$ cat src/rtl/regfile_wb_arbiter.sv
// Write-back arbiter for the register file write port plus the busy scoreboard used by decode.
// Define RF_WB_RR_EN for round-robin EXU/LSU arbitration; otherwise LSU has fixed priority.
module regfile_wb_arbiter #(
  parameter int DATA_W = 32,
  parameter int ADDR_W = 5,
  parameter int CNT_W  = 6
) (
  input  logic              clk,
  input  logic              rst_n,
  input  logic              issue_valid,
  input  logic [ADDR_W-1:0] issue_rd,
  output logic              issue_ready,
  input  logic [ADDR_W-1:0] rs1_addr,
  input  logic [ADDR_W-1:0] rs2_addr,
  output logic              rs1_busy,
  output logic              rs2_busy,
  input  logic              exu_valid,
  input  logic [ADDR_W-1:0] exu_rd,
  input  logic [DATA_W-1:0] exu_data,
  output logic              exu_ready,
  input  logic              lsu_valid,
  input  logic [ADDR_W-1:0] lsu_rd,
  input  logic [DATA_W-1:0] lsu_data,
  output logic              lsu_ready,
  output logic              rf_wen,
  output logic [ADDR_W-1:0] rf_waddr,
  output logic [DATA_W-1:0] rf_wdata,
  output logic [CNT_W-1:0]  pending_cnt,
  output logic              wb_err
);

  localparam int NREG = 2**ADDR_W;

  // x0 never gets a flop: its busy bit is a constant zero spliced in below.
  logic [NREG-1:1]   busy_q, busy_d;
  logic [NREG-1:0]   busy_vec, busy_nxt;
  logic              rf_wen_q, rf_wen_d;
  logic [ADDR_W-1:0] rf_waddr_q, rf_waddr_d;
  logic [DATA_W-1:0] rf_wdata_q, rf_wdata_d;
  logic [CNT_W-1:0]  pending_cnt_q, pending_cnt_d;
  logic              wb_err_q, wb_err_d;

  logic              gnt_exu, gnt_lsu, gnt_any;
  logic [ADDR_W-1:0] gnt_rd;
  logic [DATA_W-1:0] gnt_data;
  logic              issue_fire, clr_hit;

  assign busy_vec = {busy_q, 1'b0};

  assign rs1_busy    = busy_vec[rs1_addr];
  assign rs2_busy    = busy_vec[rs2_addr];
  assign issue_ready = ~busy_vec[issue_rd];
  assign issue_fire  = issue_valid && issue_ready && (issue_rd != '0);

`ifdef RF_WB_RR_EN
  logic rr_lsu_next_q, rr_lsu_next_d;

  // On contention, the side that did not win most recently goes first.
  assign gnt_lsu = lsu_valid && (!exu_valid || rr_lsu_next_q);

  always_comb begin
    rr_lsu_next_d = rr_lsu_next_q;
    if (gnt_lsu)      rr_lsu_next_d = 1'b0;
    else if (gnt_exu) rr_lsu_next_d = 1'b1;
  end

  always_ff @(posedge clk or negedge rst_n) begin
    if (!rst_n) rr_lsu_next_q <= 1'b1;
    else        rr_lsu_next_q <= rr_lsu_next_d;
  end
`else
  assign gnt_lsu = lsu_valid;
`endif

  assign gnt_exu   = exu_valid && !gnt_lsu;
  assign gnt_any   = gnt_exu || gnt_lsu;
  assign gnt_rd    = gnt_lsu ? lsu_rd : exu_rd;
  assign gnt_data  = gnt_lsu ? lsu_data : exu_data;
  assign exu_ready = gnt_exu;
  assign lsu_ready = gnt_lsu;

  // NOTE: every signal gets a default at the top of the block so no path leaves it unassigned (no latch).
  always_comb begin
    busy_nxt = busy_vec;
    clr_hit  = 1'b0;
    if (rf_wen_q) begin
      clr_hit              = busy_vec[rf_waddr_q];
      busy_nxt[rf_waddr_q] = 1'b0;
    end
    if (issue_fire) busy_nxt[issue_rd] = 1'b1;
    busy_d = busy_nxt[NREG-1:1];

    // A real clear never coincides with a set: that register still blocks issue.
    unique case ({issue_fire, clr_hit})
      2'b10:   pending_cnt_d = pending_cnt_q + CNT_W'(1);
      2'b01:   pending_cnt_d = pending_cnt_q - CNT_W'(1);
      default: pending_cnt_d = pending_cnt_q;
    endcase
  end

  always_comb begin
    rf_wen_d   = gnt_any && (gnt_rd != '0);
    rf_waddr_d = rf_waddr_q;
    rf_wdata_d = rf_wdata_q;
    wb_err_d   = wb_err_q;
    if (gnt_any) begin
      rf_waddr_d = gnt_rd;
      rf_wdata_d = gnt_data;
      if ((gnt_rd != '0) && !busy_vec[gnt_rd]) wb_err_d = 1'b1;
    end
  end

  // NOTE: the scoreboard is control state and must be reset, unlike a plain data array.
  always_ff @(posedge clk or negedge rst_n) begin
    if (!rst_n) begin
      busy_q        <= '0;
      rf_wen_q      <= 1'b0;
      rf_waddr_q    <= '0;
      rf_wdata_q    <= '0;
      pending_cnt_q <= '0;
      wb_err_q      <= 1'b0;
    end else begin
      // NOTE: non-blocking assignments so every flop samples pre-edge values.
      busy_q        <= busy_d;
      rf_wen_q      <= rf_wen_d;
      rf_waddr_q    <= rf_waddr_d;
      rf_wdata_q    <= rf_wdata_d;
      pending_cnt_q <= pending_cnt_d;
      wb_err_q      <= wb_err_d;
    end
  end

  assign rf_wen      = rf_wen_q;
  assign rf_waddr    = rf_waddr_q;
  assign rf_wdata    = rf_wdata_q;
  assign pending_cnt = pending_cnt_q;
  assign wb_err      = wb_err_q;

  a_one_grant: assert property (@(posedge clk) disable iff (!rst_n) !(gnt_exu && gnt_lsu));
  a_cnt_popcount: assert property (@(posedge clk) disable iff (!rst_n)
    pending_cnt_q == CNT_W'($countones(busy_vec)));

endmodule

$ cat config.mk
export PLATFORM = sky130hd
export DESIGN_NAME = regfile_wb_arbiter
export DESIGN_NICKNAME = d
export VERILOG_FILES = /design/src/rtl/regfile_wb_arbiter.sv
export SDC_FILE = /design/constraint.sdc
export NUM_CORES = 1
export LEC_CHECK = 0
export BUFFER_PORTS_ARGS = -buffer_cell sky130_fd_sc_hd__buf_2
export CAP_MARGIN = 30
export CELL_PAD_IN_SITES_DETAIL_PLACEMENT = 1
export CELL_PAD_IN_SITES_GLOBAL_PLACEMENT = 2
export CORE_ASPECT_RATIO = 1.4
export CORE_MARGIN = 1.5
export CORE_UTILIZATION = 32
export DETAILED_ROUTE_END_ITERATION = 16
export PLACE_DENSITY = 0.82
export SLEW_MARGIN = 20
export SYNTH_ARGS = -nofsm -noshare
export SYNTH_HDL_FRONTEND = slang
export SYNTH_SLANG_ARGS = --single-unit
$ cat constraint.sdc
create_clock -name clk -period 4.1 [get_ports clk]
set_clock_uncertainty 0.2 [all_clocks]
set_input_delay 0.205 -clock clk [delete_from_list [all_inputs] [get_ports clk]]
set_output_delay 0.205 -clock clk [all_outputs]
set_load 0.02 [all_outputs]
# After elaboration in Yosys (flattened, before gate mapping)
# Index checks and enable logic that the tools add are counted.
word_totals:
  reg_bits: 76
  in_bits: 94
  output_inout_bits: 50
op_classes:
  addsub: 2
  magnitude_cmp: 7
  eq_ne: 2
  muxes: 20
  bitwise: 4
  reduce_logical: 14
ops:
  columns: ["op", "n"]
  rows:
  - ["32-bit 2-to-1 mux", 3]
  - ["32-bit bitwise AND", 1]
  - ["32-bit NOT", 1]
  - ["32-bit bitwise OR", 1]
  - ["5-bit by 6-bit less-than comparator with 1-bit output (second input constant)", 5]
  - ["1-bit binary-select mux with 5-bit select", 5]
  - ["6-bit case mux with 2 select lines", 1]
  - ["1-bit demux with 5-bit select", 2]
  - ["5-bit by 1-bit greater-or-equal comparator with 1-bit output (second input constant)", 2]
  - ["5-bit nonzero test", 2]
  - ["1-bit 2-to-1 mux", 8]
  - ["1-bit logical AND", 7]
  - ["6-bit by 1-bit adder with 6-bit output (second input constant)", 1]
  - ["6-bit by 1-bit subtractor with 6-bit output (second input constant)", 1]
  - ["5-bit 2-to-1 mux", 1]
  - ["2-bit by 1-bit equality test with 1-bit output (second input constant)", 1]
  - ["2-bit equality test (second input constant)", 1]
  - ["1-bit zero test", 2]
  - ["2-bit AND reduction", 1]
  - ["2-bit nonzero test", 1]
  - ["1-bit logical OR", 1]
  - ["1-bit NOT", 1]

# Logic depth before layout (Yosys ltp)
logic_depth:
  word_depth: 9
  ltp_mapped: 14
  ltp_nobuf: 13

# Worst setup path before layout
# OpenSTA, ideal clock, no wires.
synth_path:
  path_kind: "register -> register"
  startpoint: "reg rf_waddr_q[0] (netlist: rf_waddr[0])"
  endpoint: "reg pending_cnt_q[5] (netlist: pending_cnt[5])"
  setup_time_ns: 0.128
  arrival_ns: 3.262
  path_slack_ns: 0.509
  path_stages_with_launch: 13
  period_less_slack_ns: 3.591
  path_cell_list: "dfrtp_1 buf_2 mux4_2 nand2b_1 nand4_1 o31a_1 ha_1 ha_1 a21o_1 a21o_1 a2111oi_0 a211oi_1 xnor2_1"
synth_via:
  elab_chain_cells: 5
  word_cells_on_any_way: 7
  cone_classes: "eq/ne (2); mux (4); reduce/logical (1)"
synth_lines:
  columns: ["element", "line_no", "text"]
  rows:
  - ["start, declared", "38", "logic [ADDR_W-1:0] rf_waddr_q, rf_waddr_d;"]
  - ["start signal, assigned", "126", "rf_waddr_q <= rf_waddr_d;"]
  - ["1-bit binary-select mux with 5-bit select (*)", "87", "clr_hit = busy_vec[rf_waddr_q];"]
  - ["1-bit 2-to-1 mux (implied by the code) (*)", "87", null]
  - ["1-bit 2-to-1 mux (*)", "86", "if (rf_wen_q) begin"]
  - ["2-bit by 1-bit equality test with 1-bit output or 2-bit equality test (tied branches)", "94", "unique case ({issue_fire, clr_hit})"]
  - ["6-bit case mux with 2 select lines or 2-bit nonzero test (tied branches)", null, null]
  - ["end signal, assigned", "128", "pending_cnt_q <= pending_cnt_d;"]
  - ["end, declared", "40", "logic [CNT_W-1:0] pending_cnt_q, pending_cnt_d;"]
# Every way passes the cells marked *; elsewhere a longest branch is shown, timed or not. The select of a mux whose other input is x is not followed.
# A chain may end at the register's enable or synchronous reset.

# Worst setup path in the final report
layout_path:
  startpoint: "reg busy_q[16] (netlist name)"
  endpoint: "reg pending_cnt_q[5] (netlist: pending_cnt[5])"
layout_via:
  elab_chain_cells: 7
  word_cells_on_any_way: 12
  cone_classes: "eq/ne (2); mux (6); bitwise (1); reduce/logical (3)"
layout_lines:
  columns: ["element", "line_no", "text"]
  rows:
  - ["start, declared", "35", "logic [NREG-1:1] busy_q, busy_d;"]
  - ["start signal, assigned", "124", "busy_q <= busy_d;"]
  - ["1-bit binary-select mux with 5-bit select", "52", "assign issue_ready = ~busy_vec[issue_rd];"]
  - ["1-bit 2-to-1 mux (implied by the code)", "52", null]
  - ["1-bit NOT", "52", null]
  - ["1-bit logical AND (2 in a row)", "53", "assign issue_fire = issue_valid && issue_ready && (issue_rd != '0);"]
  - ["2-bit by 1-bit equality test with 1-bit output or 2-bit equality test (tied branches)", "94", null]
  - ["6-bit case mux with 2 select lines or 2-bit nonzero test (tied branches)", null, null]
# Parallel ways exist; a longest one is shown, timed or not. The select of a mux whose other input is x is not followed.

==> flow_summary.json <==
{
  "place_area_sq_um": 5740,
  "ys_types": 48,
  "io_buffers": 143,
  "p_leak_nw": 3.00,
  "synth_area_sq_um": 4850,
  "dp_slack_ns": 0.154,
  "critical-path-max-stage-delay_ns": 0.47,
  "synth_top_family_by_area": "multiplexers",
  "p_total_mw": 3.37,
  "critPathArrivalTime_ns": 3.78,
  "hp-class": "primary input to register",
  "synth_top_area_frac": 0.392,
  "post-route-period-util": 0.918,
  "cp-start-kind": "register",
  "start_util": 0.325,
  "clock_path_buffers": 2,
  "synth_compound_area_frac": 0.159,
  "synthSimpleGateAreaFrac": 0.110,
  "yosysSeqAreaShare": 0.392,
  "grt_overflow": 0,
  "setup_tns_ns": 0,
  "drtIter0Drc": 226,
  "wire_per_inst_um": 20.6,
  "htreeDepth": 3,
  "core-area_sq_um": 14900,
  "power_density_nw_per_um2": 507,
  "status": "finished, violations left",
  "path_clk_slew_ns": 0.06,
  "grt_pass1_vias": 5160,
  "cp_max_fo": 6,
  "min_period_ns": 3.77,
  "synthAdderAreaFrac": 0.0170,
  "design.die.area_sq_um": 15900,
  "drcViolationCount": 0,
  "ant_nets": 0,
  "final_cell_count_no_fill": 855,
  "syn_inst": 466,
  "dieHeight_um": 149,
  "grt.total_usage": 0.230,
  "avgSynthCellArea_sq_um": 10.4,
  "wl_um": 17600,
  "hold_viol": 1,
  "synth-xor-area-share": 0.00902,
  "dr_total_vias": 4728,
  "drv_slew": 0,
  "critPathSlowestCell": "mux4_2",
  "synth_edf_count": 0,
  "syn_to_final_growth_pct": 37.0,
  "antenna_found_initial": 0,
  "finalSetupViolations": 0,
  "final_nets": 758,
  "place.gp.congestion": 0.890,
  "clkSinkCount": 76,
  "boundaryPins": 144,
  "drtPass1Iterations": 4,
  "cts_buffers": 9,
  "diodes": 0,
  "maxCapViolations": 0,
  "grt_pass1_wl_um": 28100,
  "irDropWorstVdd_v": 0.000212,
  "yosys_warnings": 0,
  "criticalPathCategory": "register to register",
  "yosysTopAreaCell": "dfrtp_1",
  "ys_seq_elements": 76,
  "cts_tree": "done",
  "core.rowCount": 53,
  "worst_pin_slew_ns": 0.678,
  "synth_ff_type": "dfrtp_1",
  "root_buffer": "clkbuf_16",
  "synth_area_leaders": "dfrtp_1, mux4_2, o21ai_0",
  "rsz0062_at_grt": "no",
  "insertion_delay_ns": 0.34,
  "violations": "hold timing",
  "finalWorstSetupSlack_ns": 0.335,
  "cp-end-kind": "register",
  "design_area_sq_um": 6650,
  "fin_hold_ws_ns": -0.0204,
  "die_x_um": 107,
  "slew_headroom": 0.548,
  "drive_above_1_share": 0.324,
  "dp.cells": 775,
  "synth_common_cells": "o21ai_0, dfrtp_1, nand2_1",
  "path_cells": "mux4_2 -> a32oi_1 -> nand2_1 -> a211o_1 -> ha_1 -> ha_1 -> a21o_1 -> a21o_1 -> a2111oi_0 -> a211oi_1 -> xnor2_1",
  "synth_nets": 566,
  "worstPathRequired_ns": 4.11,
  "fmax_ghz": 0.266,
  "via_per_inst": 5.53,
  "synth_mux_area_frac": 0.278,
  "grt_max_degree": 75,
  "place_hpwl_um": 12300,
  "async_flop_share": 1.00,
  "synth.most_common_cell": "o21ai_0"
}
-- path summary, 6_finish.rpt --
check	from	endpoint	depth (start not counted)	slack, ns
worst max-delay path	busy_q[16]	pending_cnt[5]	11	0.33
worst min-delay path	exu_data[15]	rf_wdata[15]	3	-0.02
worst max register to register	busy_q[16]	pending_cnt[5]	11	0.33
worst min register to register	pending_cnt[5]	pending_cnt[5]	1	0.29
max in group asynchronous	rst_n	rf_waddr[0]	3	3.00
min in group asynchronous	rst_n	busy_q[24]	2	0.11
-- where the power goes --
group	switching [mW]	internal, mW	total, mW	leakage [nW]
clock	0.323	0.406	0.729	0.131
sequential	0.344	0.959	1.30	0.900
combinational	0.647	0.694	1.34	1.97
-- layer usage --
metal | wire (um) | part of all wire | up-vias | global-route usage
met3 | 1330 | 0.075 | 50 | 0.0406
met4 | 649 | 0.037 | 0 | 0.107
met5 | 0 | 0 | - | 0
met1 | 6730 | 0.38 | 2311 | 0.284
met2 | 8930 | 0.51 | 244 | 0.387
li1 | - | - | 2123 | -
-- timing repair --
action	4_1_cts	5_1_grt
hold buffers	63	0
gates resized for setup	0	1
endpoints found under the hold margin	109	0
setup buffers	0	0
setup endpoints to repair	0	1
-- flip-flops by register name, indices dropped and copies added, names as in the netlist --
name	count
busy_q	31
rf_wen	1
rf_waddr	5
wb_err	1
rf_wdata	32
pending_cnt	6
-- cell type report --
cell class,count,area (sq um)
Inverter,12,45.0
Clock inverter,7,43.8
Multi-Input combinational cell,347,2780
Sequential cell,76,1900
Timing Repair Buffer,212,1410
Fill cell,1718,8270
Tap cell,192,240
Clock buffer,9,225
-- worst max-delay path, delay by kind of cell, from the launching register on --
family,cells,cell delay [ns]
and+or+nand+nor,1,0.15
adders and majority gates,2,0.59
xor gates and xnor gates,1,0.15
AOI/OAI and AO/OA,6,1.63
DFF,1,0.44
muxes,1,0.47
-- stage by stage --
| stage | hold slack (ns) | utilization |
|---|---|---|
| after floorplan | -0.291 | - |
| after global placement | 0.211 | 0.383 |
| after detailed placement | -0.0680 | 0.385 |
| after CTS | 0.0246 | 0.445 |
| after global routing | 0.0177 | 0.446 |
| final | -0.0204 | 0.446 |
-- cell usage in the layout (no fill, tap or decap), types with 2 or more instances in the layout --
cell / count
mux2_2: 7
clkbuf_16: 9
mux4_2: 35
dlygate4sd3_1: 63
nor3b_1: 2
nand3b_1: 6
or2_2: 2
o31ai_1: 2
clkinv_2: 4
xnor2_1: 3
dfrtp_1: 75
a21o_1: 5
nand2_1: 50
clkinvlp_4: 2
o211ai_1: 2
mux2i_1: 47
a22oi_1: 2
nor2b_1: 5
inv_1: 12
nor2_1: 10
buf_4: 5
nand3_1: 10
nand4_1: 2
o22ai_1: 2
buf_2: 143
or3b_2: 3
nand2b_1: 7
and2_1: 2
and3_1: 3
a21oi_1: 10
ha_1: 5
o21ai_0: 104
or3_1: 3
xor2_1: 2
-- cell families (layout without fill, tap and decap cells) --
family                   Yosys count  after routing
AO/OA/AOI/OAI                    139            139
AND/OR/NAND/NOR                  107            107
multiplexers                      90             90
flip-flops                        76             76
buffers and inverters             43            240
adder cells (fa/ha/maj)            6              6
XOR/XNOR                           5              5
No activity file was read; power rests on OpenSTA's default activity.
